[src/rtl/referee_4to1_arb.sv]
// -----------------------------------------------------------------------------
// referee_4to1_arb
//
// Purpose
//   Drains four source FIFOs into one destination FIFO. At most one word moves
//   per clock. A grant register selects the queue being served. The burst
//   counter limits one queue to BURST_LEN back-to-back pops before the grant
//   moves on.
//
//   Default build: round-robin. When a burst ends or the granted queue runs
//   dry, the next queue is the first non-empty one in the order g+1, g+2,
//   g+3, g (mod 4).
//   With REFEREE_STRICT_PRIO_EN defined: at the same decision points the
//   grant goes to the lowest-index non-empty queue. BURST_LEN still bounds
//   each grant.
//
// Parameters
//   LINE_SIZE  data word width in bits
//   BURST_LEN  max consecutive pops to one queue before re-arbitration (1..15)
//
// Ports
//   clk                 rising-edge clock
//   reset               asynchronous, active-high reset
//   empty_signal[3:0]   bit i high: source FIFO i is empty
//   data_in             FIFO i read data on [i*LINE_SIZE +: LINE_SIZE]; valid
//                       the cycle after its pop
//   almost_full_signal  destination can take at most 2 more words
//   pop_signal[3:0]     registered one-hot-or-zero read strobe
//   push_signal         registered write strobe to the destination
//   data_out            registered word written with push_signal
//   grant_id            queue index that sourced data_out
//   dbg_state_o         FSM state (0 = IDLE, 1 = SERVE)
//   dbg_grant_o         grant register g
//   dbg_count_o         burst counter
//
// Handshake
//   pop_signal[i] high in cycle k reads one word from FIFO i. That word is on
//   data_in in cycle k+1. It is written out with push_signal in cycle k+2,
//   carrying grant_id = i. No backpressure reaches words already popped: the
//   almost_full margin of 2 covers the two words that can be in flight.
// -----------------------------------------------------------------------------
module referee_4to1_arb #(
   parameter int LINE_SIZE = 12,
   parameter int BURST_LEN = 4
) (
   input  logic                   clk,
   input  logic                   reset,
   input  logic [3:0]             empty_signal,
   input  logic [4*LINE_SIZE-1:0] data_in,
   input  logic                   almost_full_signal,
   output logic [3:0]             pop_signal,
   output logic                   push_signal,
   output logic [LINE_SIZE-1:0]   data_out,
   output logic [1:0]             grant_id,
   output logic                   dbg_state_o,
   output logic [1:0]             dbg_grant_o,
   output logic [3:0]             dbg_count_o
);

   typedef enum logic {
      ST_IDLE  = 1'b0,
      ST_SERVE = 1'b1
   } state_t;

   localparam logic [3:0] BURST_MAX = 4'(BURST_LEN);

   // ---------------------------------------------------------------------
   // State
   // ---------------------------------------------------------------------
   state_t               state_q, state_d;
   logic [1:0]           g_q, g_d;
   logic [3:0]           cnt_q, cnt_d;
   logic [3:0]           pop_q, pop_d;

   // Read-return stage: a pop issued last cycle has its data on data_in now.
   logic                 rd_vld_q;
   logic [1:0]           rd_id_q;

   // Output stage
   logic                 push_q;
   logic [LINE_SIZE-1:0] data_q;
   logic [1:0]           gid_q;

   logic [3:0]           avail;
   logic                 any_avail;
   logic [1:0]           idle_pick;
   logic [1:0]           rot_pick;
   logic [LINE_SIZE-1:0] rd_word;

   assign avail     = ~empty_signal;
   assign any_avail = |avail;

   // First requesting queue, scanning start, start+1, start+2, start+3 (mod 4).
   // Falls back to start when nothing requests. Callers only use the result
   // when any_avail is set.
   function automatic logic [1:0] search_from(input logic [1:0] start,
                                              input logic [3:0] req);
      logic [1:0] pick;
      logic [1:0] idx;
      logic       found;
      pick  = start;
      found = 1'b0;
      for (int k = 0; k < 4; k++) begin
         idx = start + 2'(k);
         if (!found && req[idx]) begin
            pick  = idx;
            found = 1'b1;
         end
      end
      return pick;
   endfunction

   // ---------------------------------------------------------------------
   // Queue selection policy
   // ---------------------------------------------------------------------
`ifdef REFEREE_STRICT_PRIO_EN
   // Lowest index wins on entry from IDLE and at every re-arbitration point.
   assign idle_pick = search_from(2'd0, avail);
   assign rot_pick  = search_from(2'd0, avail);
`else
   // Leaving IDLE, the scan starts at g itself. After reset this resumes
   // from queue 0. After a drain it resumes from the last queue served.
   // Mid-service rotation starts one past g, so g is considered last.
   assign idle_pick = search_from(g_q, avail);
   assign rot_pick  = search_from(g_q + 2'd1, avail);
`endif

   // ---------------------------------------------------------------------
   // FSM: next state, grant, counter and the pop for the next cycle
   // ---------------------------------------------------------------------
   always_comb begin
      state_d = state_q;
      g_d     = g_q;
      cnt_d   = cnt_q;
      pop_d   = 4'b0000;

      case (state_q)
         ST_IDLE: begin
            if (any_avail) begin
               state_d = ST_SERVE;
               g_d     = idle_pick;
               cnt_d   = 4'd0;
            end
         end

         ST_SERVE: begin
            if (almost_full_signal) begin
               // Destination nearly full: freeze grant and counter, no pop.
               pop_d = 4'b0000;
            end else if (avail[g_q] && (cnt_q < BURST_MAX)) begin
               pop_d = 4'b0001 << g_q;
               cnt_d = cnt_q + 4'd1;
            end else if (any_avail) begin
               // Burst spent or granted queue dry. Hand over in this same
               // decision so the new queue's pop directly follows the last
               // pop of the old one. The new burst starts from zero, and
               // this pop is its first.
               g_d   = rot_pick;
               pop_d = 4'b0001 << rot_pick;
               cnt_d = 4'd1;
            end else begin
               state_d = ST_IDLE;
               cnt_d   = 4'd0;
            end
         end

         default: begin
            state_d = ST_IDLE;
         end
      endcase
   end

   // ---------------------------------------------------------------------
   // Read-data slice of the queue popped last cycle
   // ---------------------------------------------------------------------
   always_comb begin
      rd_word = '0;
      for (int i = 0; i < 4; i++) begin
         if (rd_id_q == 2'(i)) begin
            rd_word = data_in[i*LINE_SIZE +: LINE_SIZE];
         end
      end
   end

   // ---------------------------------------------------------------------
   // Registers
   // ---------------------------------------------------------------------
   always_ff @(posedge clk or posedge reset) begin
      if (reset) begin
         state_q  <= ST_IDLE;
         g_q      <= 2'd0;
         cnt_q    <= 4'd0;
         pop_q    <= 4'b0000;
         rd_vld_q <= 1'b0;
         rd_id_q  <= 2'd0;
         push_q   <= 1'b0;
         data_q   <= '0;
         gid_q    <= 2'd0;
      end else begin
         state_q  <= state_d;
         g_q      <= g_d;
         cnt_q    <= cnt_d;
         pop_q    <= pop_d;

         // pop_q is one-hot or zero, so an OR-encode gives its index.
         rd_vld_q <= |pop_q;
         rd_id_q  <= {pop_q[3] | pop_q[2], pop_q[3] | pop_q[1]};

         // Every push traces back to a pop two cycles earlier. Reset
         // clears rd_vld_q, which drops any word still in flight.
         push_q   <= rd_vld_q;
         if (rd_vld_q) begin
            data_q <= rd_word;
            gid_q  <= rd_id_q;
         end
      end
   end

   // ---------------------------------------------------------------------
   // Outputs
   // ---------------------------------------------------------------------
   assign pop_signal  = pop_q;
   assign push_signal = push_q;
   assign data_out    = data_q;
   assign grant_id    = gid_q;

   assign dbg_state_o = state_q;
   assign dbg_grant_o = g_q;
   assign dbg_count_o = cnt_q;

endmodule

[config.mk]
export PLATFORM = sky130hd
export DESIGN_NAME = referee_4to1_arb
export DESIGN_NICKNAME = d
export VERILOG_FILES = /design/src/rtl/referee_4to1_arb.sv
export SDC_FILE = /design/constraint.sdc
export NUM_CORES = 1
export LEC_CHECK = 0
export ABC_CLOCK_PERIOD_IN_PS = 4200
export CAP_MARGIN = 20
export CORE_ASPECT_RATIO = 0.75
export CORE_MARGIN = 1
export CORE_UTILIZATION = 45
export DETAILED_ROUTE_END_ITERATION = 8
export MAX_ROUTING_LAYER = met4
export PLACE_DENSITY = 0.87
export SKIP_LAST_GASP = 1
export SLEW_MARGIN = 20
export SYNTH_ARGS = -nofsm -noshare
export SYNTH_HDL_FRONTEND = slang
export SYNTH_SLANG_ARGS = --single-unit
[constraint.sdc]
create_clock -name clk -period 4.2 [get_ports clk]
set_input_delay 0.84 -clock clk [delete_from_list [all_inputs] [get_ports clk]]
set_output_delay 0.84 -clock clk [all_outputs]
set_load 0.01 [all_outputs]
==> metrics.cfg <==
[layout]
drive_gt1_share_pct=20.2
diodes=0
area_growth_pct=48.8
nNetsFinal=283

[sta]
drv_slew=0
fin_worst_skew_ns=0.00431
min_period_over_period_pct=66.6
fin_setup_tns_ns=0
worstMarginPinSlew_ns=0.794
rsz0062_at_grt=false
setup_viol=0
fin_crit_ns=2.80
finalHoldViolCount=0
timing.fmax_ghz=0.357
slew_headroom_pct=47.0

[synthesis]
synth_edf_count=0
synth_most_common_cell=dfrtp_1
ys_ff_latch=29
synth-main-ff-cell=dfrtp_1
yosys_warnings=0
syn_nets=207
syn_area_um2=1820
yosysSeqAreaShare_pct=39.9
synthArstFlopShare_pct=100
synthTopCellsByCount=dfrtp_1, mux2_2, mux4_2
ys_types=44
yosysTopAreaCell=dfrtp_1
synth_top_area_share_pct=39.9
synthTopCellsByArea=dfrtp_1, mux4_2, mux2_2, ha_1, nand2_1
syn_inst=147
avgSynthCellArea_um2=12.4

[routing]
drc=0
avgRoutedWirePerCell_um=16.9
first_pass_iters=4
vias=1517
ant_nets=0
routed_via_density=5.52
drtIter0Drc=37
wl_mm=4.65

[clock_tree]
clk_latency_ns=0.27
cts_tree=done
cts_resized=0
clockRootBuffer=clkbuf_8
ctsHoldBuffers=0
htreeDepth=2
cts-buffers-inserted=5
cts_setup_buffers=0
clkTransAtPathRegs_ns=0.05
clock_sinks=29
cts_buffer_depth=2

[die]
fp-row-count=19
die_w_um=75.4
io-pin-count=81
coreArea_um2=3760
die_y_um=57.0
dieArea_um2=4300
start_util_pct=48.4

[grt]
antenna_found_initial=0
grt_max_degree=30
grt_use_total_pct=25.9
grt_first_pass_wirelength_mm=7.71
grt_pass1_vias=1530
grt_overflow=0

[critical_path]
path_max_fanout=14
crit_required_ns=4.35
r2r_setup_slack_ns=1.64
criticalPathCategory=in -> reg
arrival_ns=2.95
cp-start-kind=input pin
reg2reg_depth=7
critPathCaptureType=register

[pwr]
total_power_mw=1.64
powerDensity_nw_per_um2=608
p_leak_nw=1.09
irDropWorstVdd_v=0.000421

[placement]
io_buffers=80
gp_congestion=0.879
dp_hpwl_mm=3.59

[outcome]
status=completed

[flow_run]
cap_viol_max_count=0

[min_path]
hold_path_depth=1
hp-class=reg -> reg

## final cells by class
type                       count  area [um2]
tap                           52        65.1
timing repair buffer          80         801
sequential                    29         726
fill                         285        1050
clock buffer                   7        86.3
multi-input combinational    103        1010
inverter                       4        15.0
## cell usage in the layout (no fill, tap or decap), types with 2 or more instances in the layout
cell type and instances:
a221o_1 2, a221oi_1 2, a22o_1 2, and2_1 2
and3_1 3, clkbuf_8 6, clkdlybuf4s50_1 80, dfrtp_1 29
ha_1 5, inv_1 2, inv_2 2, mux2_2 17
mux2i_1 4, mux4_2 13, nand2_1 12, nand3_1 2
nor2_1 6, o21a_1 2, o21ai_0 4, o21ai_1 3
o22ai_1 2, o2bb2ai_1 2, or2_2 2
## cells by family (layout without fill, tap and decap cells)
kind of cell,Yosys count,count (layout),share of synthesized area [%]
AND/OR/NAND/NOR,37,37,12.0
multiplexers,34,34,28.8
flip-flops,29,29,39.9
AO/OA/AOI/OAI,27,27,11.4
buffers and inverters,15,91,4.40
adder cells (fa/ha/maj),5,5,3.44
## final timing paths
| kind | startpoint | endpoint |
|---|---|---|
| hold / removal | pop_signal[0]$_DFF_PP0_ | rd_vld_q$_DFF_PP0_ |
| hold reg to reg | pop_signal[0]$_DFF_PP0_ | rd_vld_q$_DFF_PP0_ |
| min in group asynchronous | reset | data_out[6]$_DFFE_PP0P_ |
| setup / recovery | empty_signal[2] | dbg_grant_o[1]$_DFFE_PP0P_ |
| setup reg to reg | dbg_grant_o[0]$_DFFE_PP0P_ | dbg_grant_o[1]$_DFFE_PP0P_ |
| max in group asynchronous | reset | data_out[8]$_DFFE_PP0P_ |
## worst max-delay path: stages
cell and delay [ns]:
clkdlybuf4s50_1 0.71, nand2_1 0.21, o21a_1 0.21, a221oi_1 0.71, o2bb2ai_1 0.19, mux2i_1 0.08
## stage by stage
stage / utilization [%] / std cells / hold slack (ns) / setup WS [ns] / area (um2)
after floorplan: - / 147 / 0.459 / 2.01 / 1820
after global routing: 72.0 / 275 / 0.491 / 1.30 / 2710
final: 72.0 / 275 / 0.470 / 1.40 / 2710
after detailed placement: 69.7 / 268 / 0.463 / 1.16 / 2620
after global placement: 69.7 / 268 / 0.451 / 1.32 / 2620
after CTS: 72.0 / 275 / 0.476 / 1.46 / 2710
## sequential cells by signal, summed over array words and instances (netlist names)
register / cells
grant_id: 2
data_out: 12
rd_vld_q: 1
dbg_count_o: 4
pop_signal: 4
dbg_grant_o: 2
rd_id_q: 2
dbg_state_o: 1
push_signal: 1
## per-layer routing
layer | GRT usage (%) | part of all wire, %
met1 | 33.8 | 43
met2 | 40.2 | 50
met3 | 5.65 | 5.1
met4 | 8.47 | 1.5
met5 | - | 0
## where the power goes
| group | internal (mW) | switching, mW |
|---|---|---|
| sequential | 0.404 | 0.158 |
| combinational | 0.531 | 0.325 |
| clock | 0.130 | 0.0977 |
No activity file was read; power rests on OpenSTA's default activity.
==> RTL change 1, RTL diff (same flow settings) <==
Add a define of `REFEREE_STRICT_PRIO_EN`.
--- a/src/rtl/referee_4to1_arb.sv
+++ b/src/rtl/referee_4to1_arb.sv
@@ -39,6 +39,8 @@
 //   carrying grant_id = i. No backpressure reaches words already popped: the
 //   almost_full margin of 2 covers the two words that can be in flight.
 // -----------------------------------------------------------------------------
+`define REFEREE_STRICT_PRIO_EN
+
 module referee_4to1_arb #(
    parameter int LINE_SIZE = 12,
    parameter int BURST_LEN = 4
Behaviour: not the same (Yosys sat finds a counterexample within 4 cycles, from zero or initial values and one cycle with reset high).
==> RTL change 1 against the unedited design <==
Hold slack worse by 0.0038 ns; sequential cell count stayed put; setup slack better by 0.51 ns; power is 13% lower; critical path depth is 1 lower; cell area is 11% lower; clock skew is 0.00061 ns lower; non-clock buffer count stayed put; register-to-register slack better by 0.71 ns; wire length is 18% lower; die area is 16% lower; area after synthesis is 17% lower; critical path type unchanged.
==> RTL change 1: results (changes against the unedited design) <==
- Residual DRC: 0 (unchanged)
- Net Sw Frac: 32.7% (-2.6 points)
- Max reg flops: 12 (unchanged)
- Post-synth cell types: 33 (-25%)
- WP data arrival: 2.49 ns (-0.46 ns)
- H-tree levels: 2 (unchanged)
- Worst-path clk slew: 0.06 ns
- Hpwl dp: 2960 um (-18%)
- CTS root buffer: clkbuf_8
- Initial antenna violation count: 0 (unchanged)
- Hold WC Path Type: reg -> reg
- I/O Buffers: 80 (unchanged)
- Max VDD drop: 389 uV (-7.7%)
- Met3 Use GR: 7.68% (+2.0 points)
- Vias in the first global route: 1198 (-22%)
- Global-route wire length before repair: 5710 um (-26%)
- Routed WL: 3810 um (-18%)
- Reg-to-reg slack, setup: 2.35 ns (+0.71 ns)
- Cell count of the worst reg-to-reg path: 2 (-5)
- First-pass iteration count of the detailed router: 4 (unchanged)
- Syn nets: 166 (-20%)
- Initial DRC count: 18 (-51%)
- Num CTS Buffers: 5 (unchanged)
- CTS resizes: 0 (unchanged)
- Clock Latency Late Sink: 0.28 ns
- Largest net degree at the start of global routing: 30 (unchanged)
- Register area share after synthesis: 48.1% (+8.2 points)
- Fillers: 195 (-32%)
- Hold depth: 1 (unchanged)
- Synthesis Warnings: 0 (unchanged)
- GR Util met2: 37.4% (-2.8 points)
- Worst R2R End: data_out[3]
- Via density: 5.34 (-3.2%)
- Global placer's final weighted congestion: 0.860 (-2.2%)
- Ranking of synthesized cells by area: dfrtp_1, mux4_2, mux2_2, mux2i_1, nor2_1
- Leak Pwr: 0.980 nW (-10%)
- Most frequent cells after synthesis: dfrtp_1, mux2_2, mux4_2
- Worst min-delay path endpoint: rd_vld_q
- RR Startpoint: rd_id_q[0]
- Async set-reset flop share out of synthesis: 100% (unchanged)
- Status: finished clean
- Total Routing Usage GR: 23.6% (-2.3 points)
- Post-CTS setup buffers: 0 (unchanged)
- Max stage delay on crit path: 0.63 ns (-0.08 ns)
- Layout net count: 248 (-12%)
- Worst-Margin Slew: 0.755 ns (-0.0398 ns)
- Layout Skew: 0.00369 ns (-0.000613 ns)
- Worst-path fanout max: 6 (-8)
- CP Launch Point: empty_signal[2]
- ANT cells: 0 (unchanged)
- Yosys top cell area share: 48.1% (+8.2 points)
- HP Start: pop_signal[0]
- GR Layer Usage met1: 27.9% (-5.9 points)
- Max clock buf depth: 2 (unchanged)
- Crit-path leading delay family: compound AO/OA/AOI/OAI gates
- Layout cells sized above 1: 19.7% (-0.49 points)
- Slowest cell on crit path: a222oi_1
-- RTL change 1: cell types whose count changed after synthesis, moves of 3 or more --
cell | before | now
and3_1 | 3 | 0
ha_1 | 5 | 1
nand2_1 | 12 | 4
buf_2 | 4 | 1
mux2_2 | 17 | 14
a21oi_1 | 0 | 5
o21ai_1 | 3 | 0
-- RTL change 1: worst max path at each step --
stage                                end  slack, ns  cells after the start
final                     dbg_grant_o[0]       1.91                      5
after detailed placement  dbg_grant_o[0]       1.66                      5
after floorplan           dbg_grant_o[1]       2.49                      4
after global routing      dbg_grant_o[0]       1.76                      5
after global placement    dbg_grant_o[1]       1.85                      5
after CTS                 dbg_grant_o[0]       1.94                      5
-- RTL change 1: logic make-up after synthesis --
logic type	after synthesis	synth area share [%]
mux	31	31.7
buf+inv	8	2.82
simple gates	28	10.7
fa+ha+maj	1	0.829
flops	29	48.1
compound gates	13	5.89
-- RTL change 1: through the flow --
step / instances / hold slack (ns) / power [W] / worst slack, ns / instance area [um2]
after floorplan: 110 / 0.459 / 0.000908 / 2.49 / 1510
after detailed placement: 223 / 0.461 / 0.00122 / 1.66 / 2330
after global placement: 223 / 0.449 / 0.00119 / 1.85 / 2330
after CTS: 231 / 0.468 / 0.00144 / 1.94 / 2410
after global routing: 231 / 0.488 / 0.00151 / 1.76 / 2410
final: 231 / 0.467 / 0.00142 / 1.91 / 2410
-- RTL change 1: final cells by class --
class / instances / share of cell area (%)
inverter: 3 / 0.467
sequential: 29 / 30.1
clock buffer: 5 / 2.85
tap: 38 / 1.97
clock inverter: 3 / 0.726
timing repair buffer: 80 / 33.2
multi-input combinational: 73 / 30.7
-- RTL change 1: power by group through the flow --
stage / registers, W / clock network [W] / logic (W)
global route: 0.000560 / 0.000233 / 0.000719
floorplan: 0.000512 / 0 / 0.000396
detailed placement: 0.000544 / 0 / 0.000672
CTS: 0.000542 / 0.000221 / 0.000678
global placement: 0.000539 / 0 / 0.000654
finish: 0.000538 / 0.000215 / 0.000670
-- RTL change 1: layer usage --
metal  up-vias  wire length, um
met3         8              455
met1       581             1560
met2        62             1740
met4         0               56
li1        583                -
met5         -                0
==> RTL change 2, RTL diff (config.mk and constraints unchanged) <==
Without the edit above. Make the reset (`reset`) synchronous in one clocked block. Comments in the files are not updated.
--- a/src/rtl/referee_4to1_arb.sv
+++ b/src/rtl/referee_4to1_arb.sv
@@ -185,7 +185,7 @@
    // ---------------------------------------------------------------------
    // Registers
    // ---------------------------------------------------------------------
-   always_ff @(posedge clk or posedge reset) begin
+   always_ff @(posedge clk) begin
       if (reset) begin
          state_q  <= ST_IDLE;
          g_q      <= 2'd0;
Behaviour: differs if reset is asserted again (counterexample within 4 cycles, from zero or initial values and one cycle with reset high); with reset held inactive, the same outputs for 10 cycles.
==> RTL change 2 against the unedited design <==
Die area up 0.33%; setup slack worse by 0.060 ns; wire length down 0.15%; cell area down 0.74%; maximum frequency down 2.1%; sequential cell count unchanged; area after synthesis up 0.34%; cell count up 12%; largest cell class unchanged; highest routed layer unchanged.
Power is not compared: it rests on default switching activity, and its combinational part moved more than twofold at a synthesized area within 25%.
==> RTL change 2: results (changes against the unedited design) <==
- Worst R2R End: pop_signal[0]
- Fillers: 264 (-7.4%)
- Post-synth cell types: 43 (-2.3%)
- Synth Area in Compound Gates: 13.1% (+1.7 points)
- RR Startpoint: dbg_grant_o[0]
- DR WL/cell: 15.0 um (-11%)
- Final hold slack: 0.485 ns (+0.0149 ns)
- Layout Skew: 0.00606 ns (+0.00176 ns)
- WP data arrival: 3.03 ns (+0.08 ns)
- Finished Core Util: 71.0% (-0.98 points)
- Global-route wire length before repair: 6870 um (-11%)
- Layout net count: 316 (+12%)
- Place WS: 1.08 ns (-0.0765 ns)
- Status: finished clean
- Largest net degree at the start of global routing: 29 (-3.3%)
- Multiplexer share of the synthesized area: 27.2% (-1.6 points)
- Total Routing Usage GR: 22.2% (-3.6 points)
- Clk tree area frac: 3.08% (-0.12 points)
- Clock buffer count: 6 (-1)
- Final worst path period share: 68.1% (+1.4 points)
- Worst min-delay path endpoint: rd_id_q[1]
- Reg-to-reg slack, setup: 1.45 ns (-0.19 ns)
- Hpwl dp: 3510 um (-2.2%)
- Adder-cell share of the synthesized area: 3.43% (-0.012 points)
- Multi-input gate share of total cell area: 42.5% (+5.1 points)
- Syn nets: 246 (+19%)
- Async set-reset flop share out of synthesis: 0% (-100 points)
- Vias in the first global route: 1417 (-7.4%)
- Final Non-Filler Cells: 309 (+12%)
- Seq/total area: 21.6% (-5.2 points)
- Worst-path fanout max: 18 (+4)
- Layout non-clock buf frac: 29.8% (+0.22 points)
- Syn_area_per_cell: 9.81 um2 (-21%)
## RTL change 2: metal layers
| layer | vias to the layer above | share of wire, % | global-route usage, % |
|---|---|---|---|
| li1 | 830 | - | - |
| met1 | 784 | 48 | 30.1 |
| met2 | 58 | 44 | 31.6 |
| met3 | 6 | 7.0 | 5.48 |
| met4 | 0 | 1.5 | 8.99 |
| met5 | - | 0 | - |
## RTL change 2: worst max-delay path by stage
stage                    start        endpoint  slack [ns]  cells after the start
2_1_floorplan   dbg_grant_o[1]   pop_signal[2]        1.86                      9
5_1_grt         dbg_grant_o[0]   pop_signal[3]        1.15                      7
3_3_place_gp   empty_signal[3]  dbg_grant_o[0]        1.15                      6
6_report       empty_signal[3]  dbg_grant_o[0]        1.34                      6
4_1_cts        empty_signal[3]  dbg_grant_o[0]        1.37                      6
3_5_place_dp   empty_signal[3]  dbg_grant_o[0]        1.08                      6
